--- config.mk ---
export PLATFORM = sky130hd
export DESIGN_NAME = result_streamer
export DESIGN_NICKNAME = d
export VERILOG_FILES = /design/src/rtl/result_streamer_pkg.sv /design/src/rtl/result_skid_fifo.sv /design/src/rtl/result_streamer.sv
export SDC_FILE = /design/constraint.sdc
export NUM_CORES = 1
export LEC_CHECK = 0
export ABC_AREA = 1
export ABC_CLOCK_PERIOD_IN_PS = 4300
export CAP_MARGIN = 0
export CORE_UTILIZATION = 53
export DETAILED_ROUTE_END_ITERATION = 8
export PLACE_DENSITY = 0.9
export SYNTH_ARGS = -nofsm -noshare
export SYNTH_HDL_FRONTEND = slang
export SYNTH_SLANG_ARGS = --single-unit
--- constraint.sdc ---
create_clock -name clk -period 4.3 [get_ports clk]
set_input_delay 1.075 -clock clk [delete_from_list [all_inputs] [get_ports clk]]
set_output_delay 1.075 -clock clk [all_outputs]
set_load 0.01 [all_outputs]
--- src/rtl/result_streamer_pkg.sv ---
// Shared types and buffer sizing for the result streamer slice.
// The burst FSM states and the skid-buffer geometry live here so the top and the FIFO agree.
package result_streamer_pkg;

    typedef enum logic [1:0] {
        IDLE,
        READ,
        FLUSH
    } state_e;

    localparam int BUF_DEPTH     = 2;
    localparam int BUF_PTR_WIDTH = 1;

endpackage

--- src/rtl/result_skid_fifo.sv ---
// Two-entry skid FIFO holding returned results plus their last-of-burst tag.
// Accepts a push and a pop in the same cycle, even when full.
module result_skid_fifo
    import result_streamer_pkg::*;
#(
    parameter int WIDTH = 17
) (
    input  logic                     clk,
    input  logic                     rst,
    input  logic                     push_i,
    input  logic [WIDTH-1:0]         pushData_i,
    input  logic                     pop_i,
    output logic [WIDTH-1:0]         popData_o,
    output logic [BUF_PTR_WIDTH:0]   occupancy_o,
    output logic                     empty_o,
    output logic                     full_o
);

    logic [WIDTH-1:0]         entry_q [BUF_DEPTH];
    logic [BUF_PTR_WIDTH-1:0] rdPtr_q;
    logic [BUF_PTR_WIDTH-1:0] wrPtr_q;
    logic [BUF_PTR_WIDTH:0]   count_q;
    logic                     doPush;
    logic                     doPop;

    assign empty_o     = (count_q == '0);
    assign full_o      = (count_q == (BUF_PTR_WIDTH+1)'(BUF_DEPTH));
    assign doPop       = pop_i && !empty_o;
    assign doPush      = push_i && (!full_o || doPop);
    assign popData_o   = entry_q[rdPtr_q];
    assign occupancy_o = count_q;

    always_ff @(posedge clk or posedge rst) begin
        if (rst) begin
            for (int i = 0; i < BUF_DEPTH; i++) begin
                entry_q[i] <= '0;
            end
            rdPtr_q <= '0;
            wrPtr_q <= '0;
            count_q <= '0;
        end else begin
            if (doPush) begin
                entry_q[wrPtr_q] <= pushData_i;
                wrPtr_q          <= wrPtr_q + 1'b1;
            end
            if (doPop) begin
                rdPtr_q <= rdPtr_q + 1'b1;
            end
            case ({doPush, doPop})
                2'b10:   count_q <= count_q + 1'b1;
                2'b01:   count_q <= count_q - 1'b1;
                default: count_q <= count_q;
            endcase
        end
    end

endmodule

--- src/rtl/result_streamer.sv ---
// Burst engine that walks mem3 from start_addr for count words and streams the
// low RESULT_WIDTH bits of each word out over a valid/ready interface.
module result_streamer
    import result_streamer_pkg::*;
#(
    parameter int DATA_WIDTH   = 32,
    parameter int ADDR_WIDTH   = 5,
    parameter int MEM_SIZE     = 32,
    parameter int RESULT_WIDTH = 16
) (
    input  logic                    clk,
    input  logic                    rst,
    input  logic                    start,
    input  logic [ADDR_WIDTH-1:0]   start_addr,
    input  logic [ADDR_WIDTH:0]     count,
    output logic                    mem_read_en,
    output logic [ADDR_WIDTH-1:0]   mem_read_address,
    input  logic [DATA_WIDTH-1:0]   mem_data_in,
    output logic                    out_valid,
    input  logic                    out_ready,
    output logic [RESULT_WIDTH-1:0] out_data,
    output logic                    out_last,
    output logic                    busy,
    output logic                    done
);

    state_e                   state_q;
    logic [ADDR_WIDTH-1:0]    addr_q;
    logic [ADDR_WIDTH:0]      remain_q;
    logic                     inflight_q;
    logic                     inflightLast_q;
    logic                     done_q;

    logic                     popBeat;
    logic                     issueRead;
    logic                     flushDone;
    logic [BUF_PTR_WIDTH+1:0] pendingCount;
    logic [BUF_PTR_WIDTH:0]   occupancy;
    logic                     bufEmpty;
    logic                     bufFull;
    logic [RESULT_WIDTH:0]    headEntry;
    logic                     unusedDataBits;

    // Upper data bits beyond the result width are intentionally dropped.
    assign unusedDataBits = ^mem_data_in;

    result_skid_fifo #(
        .WIDTH (RESULT_WIDTH + 1)
    ) u_fifo (
        .clk         (clk),
        .rst         (rst),
        .push_i      (inflight_q),
        .pushData_i  ({inflightLast_q, mem_data_in[RESULT_WIDTH-1:0]}),
        .pop_i       (popBeat),
        .popData_o   (headEntry),
        .occupancy_o (occupancy),
        .empty_o     (bufEmpty),
        .full_o      (bufFull)
    );

    assign out_valid = !bufEmpty;
    assign out_data  = headEntry[RESULT_WIDTH-1:0];
    assign out_last  = headEntry[RESULT_WIDTH];
    assign popBeat   = out_valid && out_ready;

    // Buffered plus in-flight results, net of this cycle's pop, must leave room for one more.
    assign pendingCount = {1'b0, occupancy}
                        + (BUF_PTR_WIDTH+2)'(inflight_q)
                        - (BUF_PTR_WIDTH+2)'(popBeat);
    assign issueRead    = (state_q == READ) && (pendingCount < (BUF_PTR_WIDTH+2)'(BUF_DEPTH));

    assign flushDone = !inflight_q
                    && ((occupancy == '0)
                        || ((occupancy == (BUF_PTR_WIDTH+1)'(1)) && popBeat));

    assign mem_read_en      = issueRead;
    assign mem_read_address = addr_q;
    assign busy             = (state_q != IDLE);
    assign done             = done_q;

    always_ff @(posedge clk or posedge rst) begin
        if (rst) begin
            state_q        <= IDLE;
            addr_q         <= '0;
            remain_q       <= '0;
            inflight_q     <= 1'b0;
            inflightLast_q <= 1'b0;
            done_q         <= 1'b0;
        end else begin
            done_q         <= 1'b0;
            inflight_q     <= issueRead;
            inflightLast_q <= issueRead && (remain_q == (ADDR_WIDTH+1)'(1));
            case (state_q)
                IDLE: begin
                    if (start) begin
                        if (count == '0) begin
                            done_q <= 1'b1;
                        end else begin
                            addr_q   <= start_addr;
                            remain_q <= count;
                            state_q  <= READ;
                        end
                    end
                end
                READ: begin
                    if (issueRead) begin
                        addr_q   <= addr_q + ADDR_WIDTH'(1);
                        remain_q <= remain_q - (ADDR_WIDTH+1)'(1);
                        if (remain_q == (ADDR_WIDTH+1)'(1)) begin
                            state_q <= FLUSH;
                        end
                    end
                end
                FLUSH: begin
                    // Leave as the final beat drains so done lands the cycle the buffer is empty.
                    if (flushDone) begin
                        state_q <= IDLE;
                        done_q  <= 1'b1;
                    end
                end
                default: state_q <= IDLE;
            endcase
        end
    end

endmodule

# == Word-level counts from Yosys, hierarchy flattened ==
# Index checks and enable logic that the tools add are counted.
# op_classes
add_sub_neg,8
magnitude_cmp,4
n_eq_ne,12
mux,25
bitwise_logic,2
n_reduce_logical,21
# ops
op,count
$mux 17,4
$bwmux 34,1
$mux 6,3
$demux 17 s1,1
$mux 5,3
$pmux 6 s2,1
$mux 2,5
$pmux 5 s2,1
$logic_and 1x1->1,8
$ne 2x2->1 const B,4
$eq 2x1->1 const B,3
$eq 2x2->1 const B,3
$eq 6x1->1 const B,1
$logic_not 6->1,1
$pmux 2 s3,1
$reduce_bool 2->1,3
$sub 6x1->6 const B,1
$add 5x1->5 const B,1
$reduce_and 5->1,1
$ge 2x2->1 const B,2
$logic_not 2->1,2
$not 1->2,2
$pmux 2 s2,1
$reduce_and 4->1,1
12 further kinds,18
# totals
register_bits,54
in_bits,47
elab_cells,83

# == Longest topological paths before layout ==
# depth
ltp_word,8
depth_mapped,16

# == Hierarchy ==
# Synthesis repeated with hierarchy kept, for this count alone.
# hier_totals
hier_cells,387
area_unflattened_um2,2979.1
# modules_own_cells
module,n_inst,cells_each,area_per_inst_um2
result_skid_fifo,1,213,1831.8
result_streamer,1,174,1147.4

# == Least setup slack after synthesis ==
# OpenSTA, ideal clock, no wires.
# synth_path
path_kind,in2out
startpoint,input port out_ready
endpoint,output port mem_read_en
arrival_ps,2523
t_required_ps,3225
path_slack_ps,702
cell_stages,7
cell_sequence,nand2_4 > inv_1 > ha_1 > or2_2 > fa_1 > nand3_1 > nor2_1
# synth_between
elab_chain_len,4
# synth_lines
item,line,text
start: declaration,result_streamer.sv:20,"input logic out_ready,"
$logic_and 1x1->1,result_streamer.sv:64,assign popBeat = out_valid && out_ready;
$sub 3x1->3,result_streamer.sv:69,- (BUF_PTR_WIDTH+2)'(popBeat);
$lt 3x2->1,result_streamer.sv:70,assign issueRead = (state_q == READ) && (pendingCount < (BUF_PTR_WIDTH+2)'(BUF_DEPTH));
$logic_and 1x1->1,result_streamer.sv:70,
end: declaration,result_streamer.sv:16,"output logic mem_read_en,"
# Every way passes these cells.

# == Worst setup path in the final report ==
# Ends and elaborated chain as after synthesis.

==> impl_metrics.yaml <==
floorplan:
  ioPinCount: 73
  die_y_um: 75.2
  start_util_pct: 55.2
  core_area_mm2: 0.00514
  rows: 26
  dieWidth_um: 75.2
  die-area_mm2: 0.00565
power:
  ir_worst_vdd_mv: 0.488
  p_leak_nw: 1.76
  powerDensity_mw_per_mm2: 760
  power_mw: 2.73
worst_setup_path:
  cp_data_arrival_time_ns: 3.02
  cp.required_ns: 3.22
  crit_path_top_delay_cell: "fa_1"
  start_kind: "primary input"
  cp_max_fo: 2
  end_kind: "primary output"
  path_cells: "dlygate4sd2_1 > nand2_4 > inv_1 > ha_1 > or2_2 > fa_1 > nand3_2 > nor2_4 > buf_2"
  worstSetupPathType: "in -> out"
  max_stage_delay_ns: 0.56
clock_tree:
  cts_tree: "yes"
  holdBufCountCts: 0
  cts-root-buf: "clkbuf_8"
  clock_latency_ns: 0.30
  numCtsBuffers: 5
  clkTransAtPathRegs_ns: 0.09
  cts.path.max_buffers: 2
  cts-htree-levels: 2
  cts.sink_count: 54
synth:
  syn_area_mm2: 0.00284
  yosys_warnings: 0
  synth_flop_cell: "dfrtp_1"
  ys_ff_latch: 54
  synth_top_cell_by_area: "dfrtp_1"
  yosysTopAreaCellShare_pct: 47.6
  syn_inst: 354
  synth_edf_count: 0
  synthTopCellsByArea: "dfrtp_1 (48%), nand2_1 (16%), o21ai_0 (10%)"
  postSynth.asyncResetShare_pct: 100
  synthDistinctLibCells: 31
  syn_avg_cell_area_um2: 8.02
  syn_nets: 410
  yosysSeqAreaShare_pct: 47.6
timing:
  max_slew_margin_pct: 25.2
  period_share_pct: 95.2
  rsz0062_at_grt: "false"
  period_minus_slack_ns: 4.09
  fmax_ghz: 0.244
  tightest_slew_ns: 1.12
  fin_skew_ns: 0.00566
  layout_setup_ws_ns: 0.208
  finalSetupViolations: 0
  final.setup.tns_ns: 0
  holdWs_ns: 0.506
  final_hold_viol_count: 0
  drv_slew: 0
drt:
  drc: 0
  finalWirelength_um: 6160
  routed_via_density: 5.16
  ant_nets: 0
  avgRoutedWirePerCell_um: 12.8
  vias: 2481
  first_pass_iters: 4
  drt_iter0_markers: 251
placement:
  port_buffers: 56
  dpl.hpwl_um: 4170
  dpl.cell_count: 468
  gp_congestion: 0.803
  place_ws_ns: -0.483
cells_and_area:
  final_common_cell: "nand2_1"
  final_cell_mix: "nand2_1 (123), o21ai_0 (59), dfrtp_1 (54), clkdlybuf4s50_1 (54), inv_1 (34)"
  fillers: 426
  n_antenna_cell: 0
  finalNetCount: 466
  drive_gt1_share_pct: 8.03
  area_growth_pct: 26.4
  stdcell_count: 481
grt:
  antenna_found_initial: 0
  grt_usage_pct: 23.9
  grt_use_met1_pct: 28.6
  grt_first_pass_wirelength_um: 10200
  gr-max-usage-layer: "met2"
  met2_usage_pct: 43.7
  grt_max_degree: 55
  grt_pass1_vias: 2301
  met3_usage_pct: 4.02
  gr-total-overflow: 0
job:
  maxCapViolCount: 0
status:
  status: "finished, final reports clean"
worst_hold_path:
  hold_class: "reg -> reg"
==> critical path, delay by kind of cell <==
family | cells | cell delay (ns)
and+or+nand+nor | 4 | 0.66
adders and majority gates | 2 | 0.82
buffers and inverters | 3 | 0.46
==> routing by layer <==
metal	vias to the layer above	share of wire [%]
met3	8	5.5
met4	0	1.3
met2	80	52
met1	1162	41
li1	1231	-
met5	-	0
==> registers in the layout (all words and copies together), names as in the netlist <==
name	cells
done	1
inflightLast_q	1
inflight_q	1
mem_read_address	5
remain_q	6
state_q	2
u_fifo.entry_q	34
u_fifo.occupancy_o	2
u_fifo.rdPtr_q	1
u_fifo.wrPtr_q	1
==> synth_stat cells, types with 2 or more instances <==
cell type	instances
a21o_1	2
a21oi_1	4
buf_2	4
buf_6	4
clkbuf_1	4
dfrtp_1	54
ha_1	8
inv_1	35
inv_2	2
mux2i_1	2
nand2_1	123
nand2_2	2
nand2_4	4
nand3_1	12
nand4_1	3
nor2_1	15
o21ai_0	59
o21ai_2	2
xnor2_1	3
==> cells by family (layout without fill, tap and decap cells) <==
| group | after synthesis | after routing | synth area share (%) |
|---|---|---|---|
| simple gates | 165 | 165 | 25.0 |
| buf+inv | 51 | 108 | 8.42 |
| mux | 2 | 2 | 0.705 |
| compound gates | 69 | 69 | 12.7 |
| xor+xnor | 4 | 4 | 1.23 |
| fa+ha+maj | 9 | 9 | 4.23 |
| flops | 54 | 54 | 47.6 |
==> path summary, 6_finish.rpt <==
path | endpoint | from | cells past startpoint | slack, ns
setup reg to reg | remain_q[4]$_DFFE_PP0P_ | u_fifo.occupancy_o[1]$_DFFE_PP0P_ | 16 | 1.23
hold / removal | u_fifo.entry_q[2]$_DFFE_PP0P_ | u_fifo.entry_q[2]$_DFFE_PP0P_ | 2 | 0.51
hold reg to reg | u_fifo.entry_q[2]$_DFFE_PP0P_ | u_fifo.entry_q[2]$_DFFE_PP0P_ | 2 | 0.51
setup / recovery | mem_read_en | out_ready | 9 | 0.21
max in group asynchronous | u_fifo.rdPtr_q$_DFFE_PP0P_ | rst | 2 | 2.25
min in group asynchronous | u_fifo.entry_q[6]$_DFFE_PP0P_ | rst | 2 | 1.36
==> final cells by class <==
cell class / instances / area (um^2) / area share, %
multi-input cells: 249 / 1260 / 35.1
well taps: 70 / 87.6 / 2.44
clock inverters: 2 / 60.1 / 1.67
clock buffers: 6 / 82.6 / 2.30
repair buffers: 63 / 607 / 16.9
inverters: 37 / 139 / 3.87
flip-flops and latches: 54 / 1350 / 37.7
==> report_power, final <==
group	total, mW	switching, mW	internal (mW)
combinational	1.38	0.752	0.633
sequential	0.929	0.187	0.742
clock	0.413	0.165	0.248
total	2.73	1.10	1.62
==> metrics by stage <==
step,area (um^2),utilization [%]
after floorplan,2840,-
after global placement,3400,66.2
after detailed placement,3400,66.2
after CTS,3590,69.8
after global routing,3590,69.8
final,3590,69.8
==> repair_timing <==
action,CTS,global route
gates resized for setup,8,0
buffers inserted,5,0
endpoints found under the setup margin,1,0
Power figures use the tool's default switching activity.
